$ cat config.mk
export PLATFORM = sky130hd
export DESIGN_NAME = mips_multicycle_ctrl
export DESIGN_NICKNAME = d
export VERILOG_FILES = /design/src/rtl/mips_pkg.sv /design/src/rtl/mips_alu_decoder.sv /design/src/rtl/mips_multicycle_ctrl.sv
export SDC_FILE = /design/constraint.sdc
export NUM_CORES = 1
export LEC_CHECK = 0
export ABC_AREA = 1
export CAP_MARGIN = 20
export CELL_PAD_IN_SITES_DETAIL_PLACEMENT = 1
export CELL_PAD_IN_SITES_GLOBAL_PLACEMENT = 2
export CORE_AREA = 2 2 62 79
export DETAILED_ROUTE_END_ITERATION = 10
export DIE_AREA = 0 0 64 81
export PLACE_DENSITY_LB_ADDON = 0.1
export REMOVE_ABC_BUFFERS = 1
export SLEW_MARGIN = 20
export SYNTH_ARGS = -nofsm -noshare
export SYNTH_HDL_FRONTEND = slang
export SYNTH_HIERARCHICAL = 1
export SYNTH_SLANG_ARGS = --single-unit
$ cat constraint.sdc
create_clock -name clk -period 2.2 [get_ports clk]
set_input_delay 0.44 -clock clk [delete_from_list [all_inputs] [get_ports clk]]
set_output_delay 0.44 -clock clk [all_outputs]
set_load 0.01 [all_outputs]
$ cat src/rtl/mips_pkg.sv
`default_nettype none
// ============================================================================
//  Module      : mips_pkg
//  Description : Shared types and encodings for the multicycle MIPS control.
//  Revision    : 1.0  initial release
// ============================================================================
package mips_pkg;

    localparam int ALU_CTRL_WIDTH = 3;

    typedef enum logic [3:0] {
        ST_FETCH   = 4'd0,
        ST_DECODE  = 4'd1,
        ST_MEMADR  = 4'd2,
        ST_MEMRD   = 4'd3,
        ST_MEMWB   = 4'd4,
        ST_MEMWR   = 4'd5,
        ST_EXECUTE = 4'd6,
        ST_ALUWB   = 4'd7,
        ST_BRANCH  = 4'd8,
        ST_ADDIEX  = 4'd9,
        ST_ADDIWB  = 4'd10,
        ST_JUMP    = 4'd11
    } mips_mc_state_t;

    localparam logic [5:0] OP_RTYPE = 6'b000000;
    localparam logic [5:0] OP_LW    = 6'b100011;
    localparam logic [5:0] OP_SW    = 6'b101011;
    localparam logic [5:0] OP_BEQ   = 6'b000100;
    localparam logic [5:0] OP_ADDI  = 6'b001000;
    localparam logic [5:0] OP_J     = 6'b000010;

    localparam logic [5:0] FN_NOP   = 6'b000000;
    localparam logic [5:0] FN_ADD   = 6'b100000;
    localparam logic [5:0] FN_SUB   = 6'b100010;
    localparam logic [5:0] FN_AND   = 6'b100100;
    localparam logic [5:0] FN_OR    = 6'b100101;
    localparam logic [5:0] FN_SLT   = 6'b101010;

    localparam logic [ALU_CTRL_WIDTH-1:0] ALU_ADD = 3'b010;
    localparam logic [ALU_CTRL_WIDTH-1:0] ALU_SUB = 3'b110;
    localparam logic [ALU_CTRL_WIDTH-1:0] ALU_AND = 3'b000;
    localparam logic [ALU_CTRL_WIDTH-1:0] ALU_OR  = 3'b001;
    localparam logic [ALU_CTRL_WIDTH-1:0] ALU_SLT = 3'b111;

    localparam logic [1:0] ALUOP_ADD   = 2'b00;
    localparam logic [1:0] ALUOP_SUB   = 2'b01;
    localparam logic [1:0] ALUOP_FUNCT = 2'b10;

    localparam logic [1:0] SRCB_RT     = 2'b00;
    localparam logic [1:0] SRCB_FOUR   = 2'b01;
    localparam logic [1:0] SRCB_IMM    = 2'b10;
    localparam logic [1:0] SRCB_IMMSH  = 2'b11;

    localparam logic [1:0] PCSRC_ALU    = 2'b00;
    localparam logic [1:0] PCSRC_ALUOUT = 2'b01;
    localparam logic [1:0] PCSRC_JUMP   = 2'b10;

endpackage : mips_pkg
`default_nettype wire

$ cat src/rtl/mips_alu_decoder.sv
`default_nettype none
// ============================================================================
//  Module      : mips_alu_decoder
//  Description : Maps aluop/funct to the ALU control code; flags legal functs.
//  Revision    : 1.0  initial release
// ============================================================================
module mips_alu_decoder
    import mips_pkg::*;
(
    input  logic [1:0]                i_aluop,
    input  logic [5:0]                i_funct,
    output logic [ALU_CTRL_WIDTH-1:0] o_alucontrl,
    output logic                      o_funct_ok
);

    logic [ALU_CTRL_WIDTH-1:0] w_funct_ctrl;

    // Legality is reported independently of aluop so DECODE can use it.
    always_comb begin
        w_funct_ctrl = ALU_ADD;
        o_funct_ok   = 1'b1;
        case (i_funct)
            FN_ADD, FN_NOP: w_funct_ctrl = ALU_ADD;
            FN_SUB:         w_funct_ctrl = ALU_SUB;
            FN_AND:         w_funct_ctrl = ALU_AND;
            FN_OR:          w_funct_ctrl = ALU_OR;
            FN_SLT:         w_funct_ctrl = ALU_SLT;
            default: begin
                w_funct_ctrl = ALU_ADD;
                o_funct_ok   = 1'b0;
            end
        endcase
    end

    always_comb begin
        o_alucontrl = ALU_ADD;
        case (i_aluop)
            ALUOP_ADD:   o_alucontrl = ALU_ADD;
            ALUOP_SUB:   o_alucontrl = ALU_SUB;
            ALUOP_FUNCT: o_alucontrl = w_funct_ctrl;
            default:     o_alucontrl = ALU_ADD;
        endcase
    end

endmodule : mips_alu_decoder
`default_nettype wire

$ cat src/rtl/mips_multicycle_ctrl.sv
`default_nettype none
// ============================================================================
//  Module      : mips_multicycle_ctrl
//  Description : Multicycle MIPS sequencer with memory-ready wait/timeout.
//  Revision    : 1.0  initial release
// ============================================================================
module mips_multicycle_ctrl
    import mips_pkg::*;
#(
    parameter int WAIT_MAX = 15
) (
    input  logic                      clk,
    input  logic                      rst,
    input  logic [5:0]                i_opcode,
    input  logic [5:0]                i_funct,
    input  logic                      i_zero,
    input  logic                      i_mem_ready,
    output logic                      o_iord,
    output logic                      o_memwrite,
    output logic                      o_irwrite,
    output logic                      o_regdst,
    output logic                      o_memtoreg,
    output logic                      o_regwrite,
    output logic                      o_alusrca,
    output logic [1:0]                o_alusrcb,
    output logic [1:0]                o_pcsrc,
    output logic                      o_pcen,
    output logic [ALU_CTRL_WIDTH-1:0] o_alucontrl,
    output logic                      o_illegal,
    output logic                      o_mem_timeout
);

    localparam int CNT_W = $clog2(WAIT_MAX + 1);
    localparam logic [CNT_W-1:0] c_cnt_last = CNT_W'(WAIT_MAX - 1);
    localparam logic [CNT_W-1:0] c_cnt_max  = CNT_W'(WAIT_MAX);

    mips_mc_state_t r_state;
    mips_mc_state_t w_next_state;
    logic [CNT_W-1:0] r_wait_cnt;

    logic       w_mem_state;
    logic       w_timeout;
    logic       w_funct_ok;
    logic       w_opcode_ok;
    logic [1:0] w_aluop;
    logic       w_pcwrite;
    logic       w_branch;

    mips_alu_decoder u_alu_decoder (
        .i_aluop     (w_aluop),
        .i_funct     (i_funct),
        .o_alucontrl (o_alucontrl),
        .o_funct_ok  (w_funct_ok)
    );

    assign w_mem_state = (r_state == ST_FETCH) || (r_state == ST_MEMRD) ||
                         (r_state == ST_MEMWR);
    // The limit is hit on the cycle the counter would step to WAIT_MAX,
    // so a stalled access spans exactly WAIT_MAX cycles.
    assign w_timeout   = w_mem_state && !i_mem_ready && (r_wait_cnt == c_cnt_last);

    always_comb begin
        w_opcode_ok = 1'b0;
        case (i_opcode)
            OP_RTYPE:                            w_opcode_ok = w_funct_ok;
            OP_LW, OP_SW, OP_BEQ, OP_ADDI, OP_J: w_opcode_ok = 1'b1;
            default:                             w_opcode_ok = 1'b0;
        endcase
    end

    // ---------------------------------------------------------------- state
    always_ff @(posedge clk or posedge rst) begin
        if (rst) begin
            r_state    <= ST_FETCH;
            r_wait_cnt <= '0;
        end else begin
            r_state <= w_next_state;
            if ((w_next_state != r_state) || w_timeout) begin
                r_wait_cnt <= '0;
            end else if (w_mem_state && !i_mem_ready && (r_wait_cnt != c_cnt_max)) begin
                r_wait_cnt <= r_wait_cnt + 1'b1;
            end
        end
    end

    // ----------------------------------------------------------- next state
    always_comb begin
        w_next_state = r_state;
        case (r_state)
            ST_FETCH: begin
                if (i_mem_ready) w_next_state = ST_DECODE;
            end
            ST_DECODE: begin
                case (i_opcode)
                    OP_RTYPE: w_next_state = w_funct_ok ? ST_EXECUTE : ST_FETCH;
                    OP_LW,
                    OP_SW:    w_next_state = ST_MEMADR;
                    OP_BEQ:   w_next_state = ST_BRANCH;
                    OP_ADDI:  w_next_state = ST_ADDIEX;
                    OP_J:     w_next_state = ST_JUMP;
                    default:  w_next_state = ST_FETCH;
                endcase
            end
            ST_MEMADR:  w_next_state = (i_opcode == OP_LW) ? ST_MEMRD : ST_MEMWR;
            ST_MEMRD: begin
                if (i_mem_ready)    w_next_state = ST_MEMWB;
                else if (w_timeout) w_next_state = ST_FETCH;
            end
            ST_MEMWR: begin
                if (i_mem_ready || w_timeout) w_next_state = ST_FETCH;
            end
            ST_EXECUTE: w_next_state = ST_ALUWB;
            ST_ADDIEX:  w_next_state = ST_ADDIWB;
            ST_MEMWB,
            ST_ALUWB,
            ST_BRANCH,
            ST_ADDIWB,
            ST_JUMP:    w_next_state = ST_FETCH;
            default:    w_next_state = ST_FETCH;
        endcase
    end

    // --------------------------------------------------------------- outputs
    always_comb begin
        o_iord     = 1'b0;
        o_memwrite = 1'b0;
        o_irwrite  = 1'b0;
        o_regdst   = 1'b0;
        o_memtoreg = 1'b0;
        o_regwrite = 1'b0;
        o_alusrca  = 1'b0;
        o_alusrcb  = SRCB_RT;
        o_pcsrc    = PCSRC_ALU;
        o_illegal  = 1'b0;
        w_aluop    = ALUOP_ADD;
        w_pcwrite  = 1'b0;
        w_branch   = 1'b0;
        case (r_state)
            ST_FETCH: begin
                o_alusrcb = SRCB_FOUR;
                o_irwrite = i_mem_ready;
                w_pcwrite = i_mem_ready;
            end
            ST_DECODE: begin
                o_alusrcb = SRCB_IMMSH;
                o_illegal = !w_opcode_ok;
            end
            ST_MEMADR: begin
                o_alusrca = 1'b1;
                o_alusrcb = SRCB_IMM;
            end
            ST_MEMRD:  o_iord = 1'b1;
            ST_MEMWB: begin
                o_memtoreg = 1'b1;
                o_regwrite = 1'b1;
            end
            ST_MEMWR: begin
                o_iord     = 1'b1;
                o_memwrite = 1'b1;
            end
            ST_EXECUTE: begin
                o_alusrca = 1'b1;
                w_aluop   = ALUOP_FUNCT;
            end
            ST_ALUWB: begin
                o_regdst   = 1'b1;
                o_regwrite = 1'b1;
            end
            ST_BRANCH: begin
                o_alusrca = 1'b1;
                o_pcsrc   = PCSRC_ALUOUT;
                w_aluop   = ALUOP_SUB;
                w_branch  = 1'b1;
            end
            ST_ADDIEX: begin
                o_alusrca = 1'b1;
                o_alusrcb = SRCB_IMM;
            end
            ST_ADDIWB: o_regwrite = 1'b1;
            ST_JUMP: begin
                o_pcsrc   = PCSRC_JUMP;
                w_pcwrite = 1'b1;
            end
            default: o_alusrcb = SRCB_FOUR;
        endcase
    end

    assign o_pcen        = w_pcwrite | (w_branch & i_zero);
    assign o_mem_timeout = w_timeout;

endmodule : mips_multicycle_ctrl
`default_nettype wire

==> results.txt <==
The most common cell in the netlist is sky130_fd_sc_hd__nand2_1. Placed instance area: 1620 µm². The clock reaches the later pin of the worst-skew pair after 0.22 ns.

VDD sags by at most 0.000146 V. For the pin with the worst max-slew slack, the measured transition is 0.301 ns. In the synthesized netlist, the cells that appear most often are sky130_fd_sc_hd__nand2_1, sky130_fd_sc_hd__inv_1, sky130_fd_sc_hd__nor2_1. The power density over the cells is 445 nW/µm², and the number of H-tree levels is 1. During synthesis, Yosys emitted a total of 6 warnings. After legalization and detailed placement, the total HPWL measured 2920 µm. The run gives 4 as the first-pass detailed-route iteration total. After synthesis, flip-flops and latches occupy 20.2% of the total area. Worst slew margin relative to its limit: 79.9%.

Counting every sink on the clock net gives 8. Of all flip-flops after synthesis, the portion carrying an async set or reset was 100%. Final setup violation count: 0. The proportion of netlist area held by the largest area contributor was 20.2%. The cell taking the most area after synthesis is sky130_fd_sc_hd__dfrtp_1. The run gives 1382 as the number of global-route vias before repair. 0 antenna diodes ended up in the layout. In the synthesized netlist the dominant register cell turns out to be sky130_fd_sc_hd__dfrtp_1.

Routability-driven placement finished with a final weighted congestion of 0.826. Nature of the critical path endpoint: an output pin. After clock tree synthesis, the clock-pin slew on the worst setup and hold paths is 0.04 ns. STA puts the critical path data arrival time at 1.69 ns. The initial antenna violation count came out at 0.

STA classifies the critical path startpoint as an input port. The logs give 0 for the hold violation count in the final report and 287 for the final instance count without filler cells. On the final layout, the worst clock skew is 0.00392 ns.

After the last flow step, the layout net total stands at 249. The worst slack on hold paths was 0.456 ns; the post-layout utilization of the core was 37.7%. In this run, the number of DRC markers left after iteration 0 of detailed routing was 18. The die covers 5180 µm².

The footprint of the multi-input gates came out at 729 µm². The max-cap check violation count was 0. STA puts the critical path data required time at 1.76 ns. Final global-route overflow total: 0. Setup repair after global routing could not meet its margin everywhere. Sorting the synthesized cells by area gives the leading types as sky130_fd_sc_hd__dfrtp_1, sky130_fd_sc_hd__nand2_1, sky130_fd_sc_hd__inv_1, sky130_fd_sc_hd__nor2_1, sky130_fd_sc_hd__nand3_1. The chip height is 81 µm. The final number of max-transition violations was 0; the global-route total usage across every layer was 13.8%. The CTS buffer count was 3. Counting I/O delays and the setup requirement, the final critical path takes 2.13 ns.

The critical-path maximum fanout was 3. The synthesized netlist cell count is 161, and the number of design rule violations left after detail routing is 0. In this run the remaining antenna-violating nets after routing total 0.

The run gives 28 as the number of standard-cell rows in the floorplan. TritonCTS built the clock tree. The final critical path takes up 96.9% of the cycle. The run gives 9 as the largest net degree at the start of global routing. Counting the fill cells in the layout gives 591. The first global-routing pass estimated 5780 µm of wire.

The tools report the buffer type at the clock tree root as sky130_fd_sc_hd__clkbuf_8. In this run, synthesis produced a sequential element count of 8. The min-delay analysis places its worst path in the category in -> async. The standard cell core area was 4520 µm². The total number of vias came out at 1240. Number of flops mapped to enable cells by yosys: 0. The worst setup path is of the in -> out kind. The share of layout cells above drive strength 1 is 35.7%. For this configuration, the core starts out at a cell density of 22.0%.

The run finished with clean final reports. The final instance area was 1700 µm²; the unique cell type count in the Yosys netlist was 25. Dividing the detail-routed via count by the number of cells gives 4.32. The synthesized area per cell was 6.16 µm². The number of placed I/O pins was 33; the cell count after placement was 284. Mean routed wirelength per cell: 11.6 µm.

The run gives 3320 µm as the sum of routed wire length over all layers. For this design the static power due to leakage is 0.000909 µW. The post-synthesis instance area was 992 µm². Compared with the post-synthesis result, the final layout area differs by 71.8%. The fmax is 469 MHz. The floorplan die width is 64 µm, and the total area of sequential cells is 200 µm². The maximum root-to-sink buffer count was 2; the port buffer count was 32.
-- registers in the layout, summed over array words and instances, names as in the netlist --
signal      cells
r_wait_cnt      4
r_state         4
-- power by group --
group	leakage, µW	switching, µW	internal, µW
registers	0.000109	17.0	168
logic	0.000779	222	181
clock network	0.0000216	51.2	118
-- metal layers --
metal,GRT usage [%],share of wire (%),up-vias
met4,3.26,0.54,0
met3,1.25,3.0,2
met5,0,0,-
li1,-,-,642
met1,15.0,40,574
met2,28.3,57,22
-- metrics by stage --
stage / worst slack (ns) / setup TNS [ns] / power [µW]
5_1_grt: -0.0304 / -0.0304 / 824
3_3_place_gp: -0.391 / -1.04 / 579
2_1_floorplan: 0.312 / 0 / 391
6_report: 0.0673 / 0 / 758
4_1_cts: -0.0173 / -0.0173 / 769
3_5_place_dp: -0.485 / -1.76 / 592
-- final timing paths --
kind	from	end	slack (ns)	cells past startpoint
max in group asynchronous	rst	r_wait_cnt[2]	1.52	2
max reg2reg	r_state[1]	r_wait_cnt[1]	0.41	12
min in group clk	r_wait_cnt[3]	r_wait_cnt[3]	0.62	3
min	rst	r_state[2]	0.46	2
min reg2reg	r_wait_cnt[3]	r_wait_cnt[3]	0.62	3
max	i_mem_ready	o_irwrite	0.07	4
-- cells in the final DEF, fill, tap and decap left out, types with 2 or more instances in the layout --
| master | synthesis | layout |
|---|---|---|
| sky130_fd_sc_hd__o21ai_0 | 2 | 2 |
| sky130_fd_sc_hd__nand3_1 | 16 | 14 |
| sky130_fd_sc_hd__clkdlybuf4s50_1 | 0 | 13 |
| sky130_fd_sc_hd__nor2_4 | 1 | 5 |
| sky130_fd_sc_hd__inv_2 | 3 | 5 |
| sky130_fd_sc_hd__nor3_2 | 4 | 4 |
| sky130_fd_sc_hd__nor2_1 | 25 | 18 |
| sky130_fd_sc_hd__nand3_2 | 2 | 4 |
| sky130_fd_sc_hd__buf_2 | 0 | 2 |
| sky130_fd_sc_hd__clkbuf_8 | 0 | 3 |
| sky130_fd_sc_hd__dlygate4sd2_1 | 0 | 9 |
| sky130_fd_sc_hd__nand3_4 | 2 | 2 |
| sky130_fd_sc_hd__dfrtp_1 | 8 | 8 |
| sky130_fd_sc_hd__buf_4 | 0 | 30 |
| sky130_fd_sc_hd__nand2_2 | 6 | 10 |
| sky130_fd_sc_hd__ha_1 | 4 | 3 |
| sky130_fd_sc_hd__nand4_1 | 7 | 7 |
| sky130_fd_sc_hd__a21oi_1 | 3 | 3 |
| sky130_fd_sc_hd__nor2_2 | 6 | 9 |
| sky130_fd_sc_hd__nand2_1 | 32 | 28 |
| sky130_fd_sc_hd__inv_1 | 31 | 29 |
| sky130_fd_sc_hd__dlymetal6s2s_1 | 0 | 4 |
| sky130_fd_sc_hd__clkbuf_2 | 0 | 3 |
-- area by class of cell --
type | count | area share (%)
Multi-Input combinational cell | 119 | 42.8
Timing Repair Buffer | 63 | 31.1
Sequential cell | 8 | 11.7
Inverter | 34 | 7.49
Tap cell | 60 | 4.41
Clock buffer | 3 | 2.42
-- what timing repair did --
action | 4_1_cts | 5_1_grt
pin swaps | 3 | 3
buffers inserted | 0 | 0
hold buffers | 0 | 0
setup endpoints to repair | 14 | 8
gates resized for setup | 34 | 20
-- worst max-delay path: stages --
cell	delay, ns
sky130_fd_sc_hd__clkdlybuf4s50_1	0.52
sky130_fd_sc_hd__nand3_2	0.11
sky130_fd_sc_hd__inv_1	0.09
sky130_fd_sc_hd__clkdlybuf4s50_1	0.54
-- cells by family (layout without fill, tap and decap cells) --
logic type	after synthesis	in the layout	synth area share [%]
AND/OR/NAND/NOR	104	104	54.4
buffers and inverters	34	100	12.9
AO/OA/AOI/OAI	10	10	6.68
flip-flops	8	8	20.2
adder cells (fa/ha/maj)	4	4	5.04
XOR/XNOR	1	1	0.883
No activity file was read; power rests on OpenSTA's default activity.
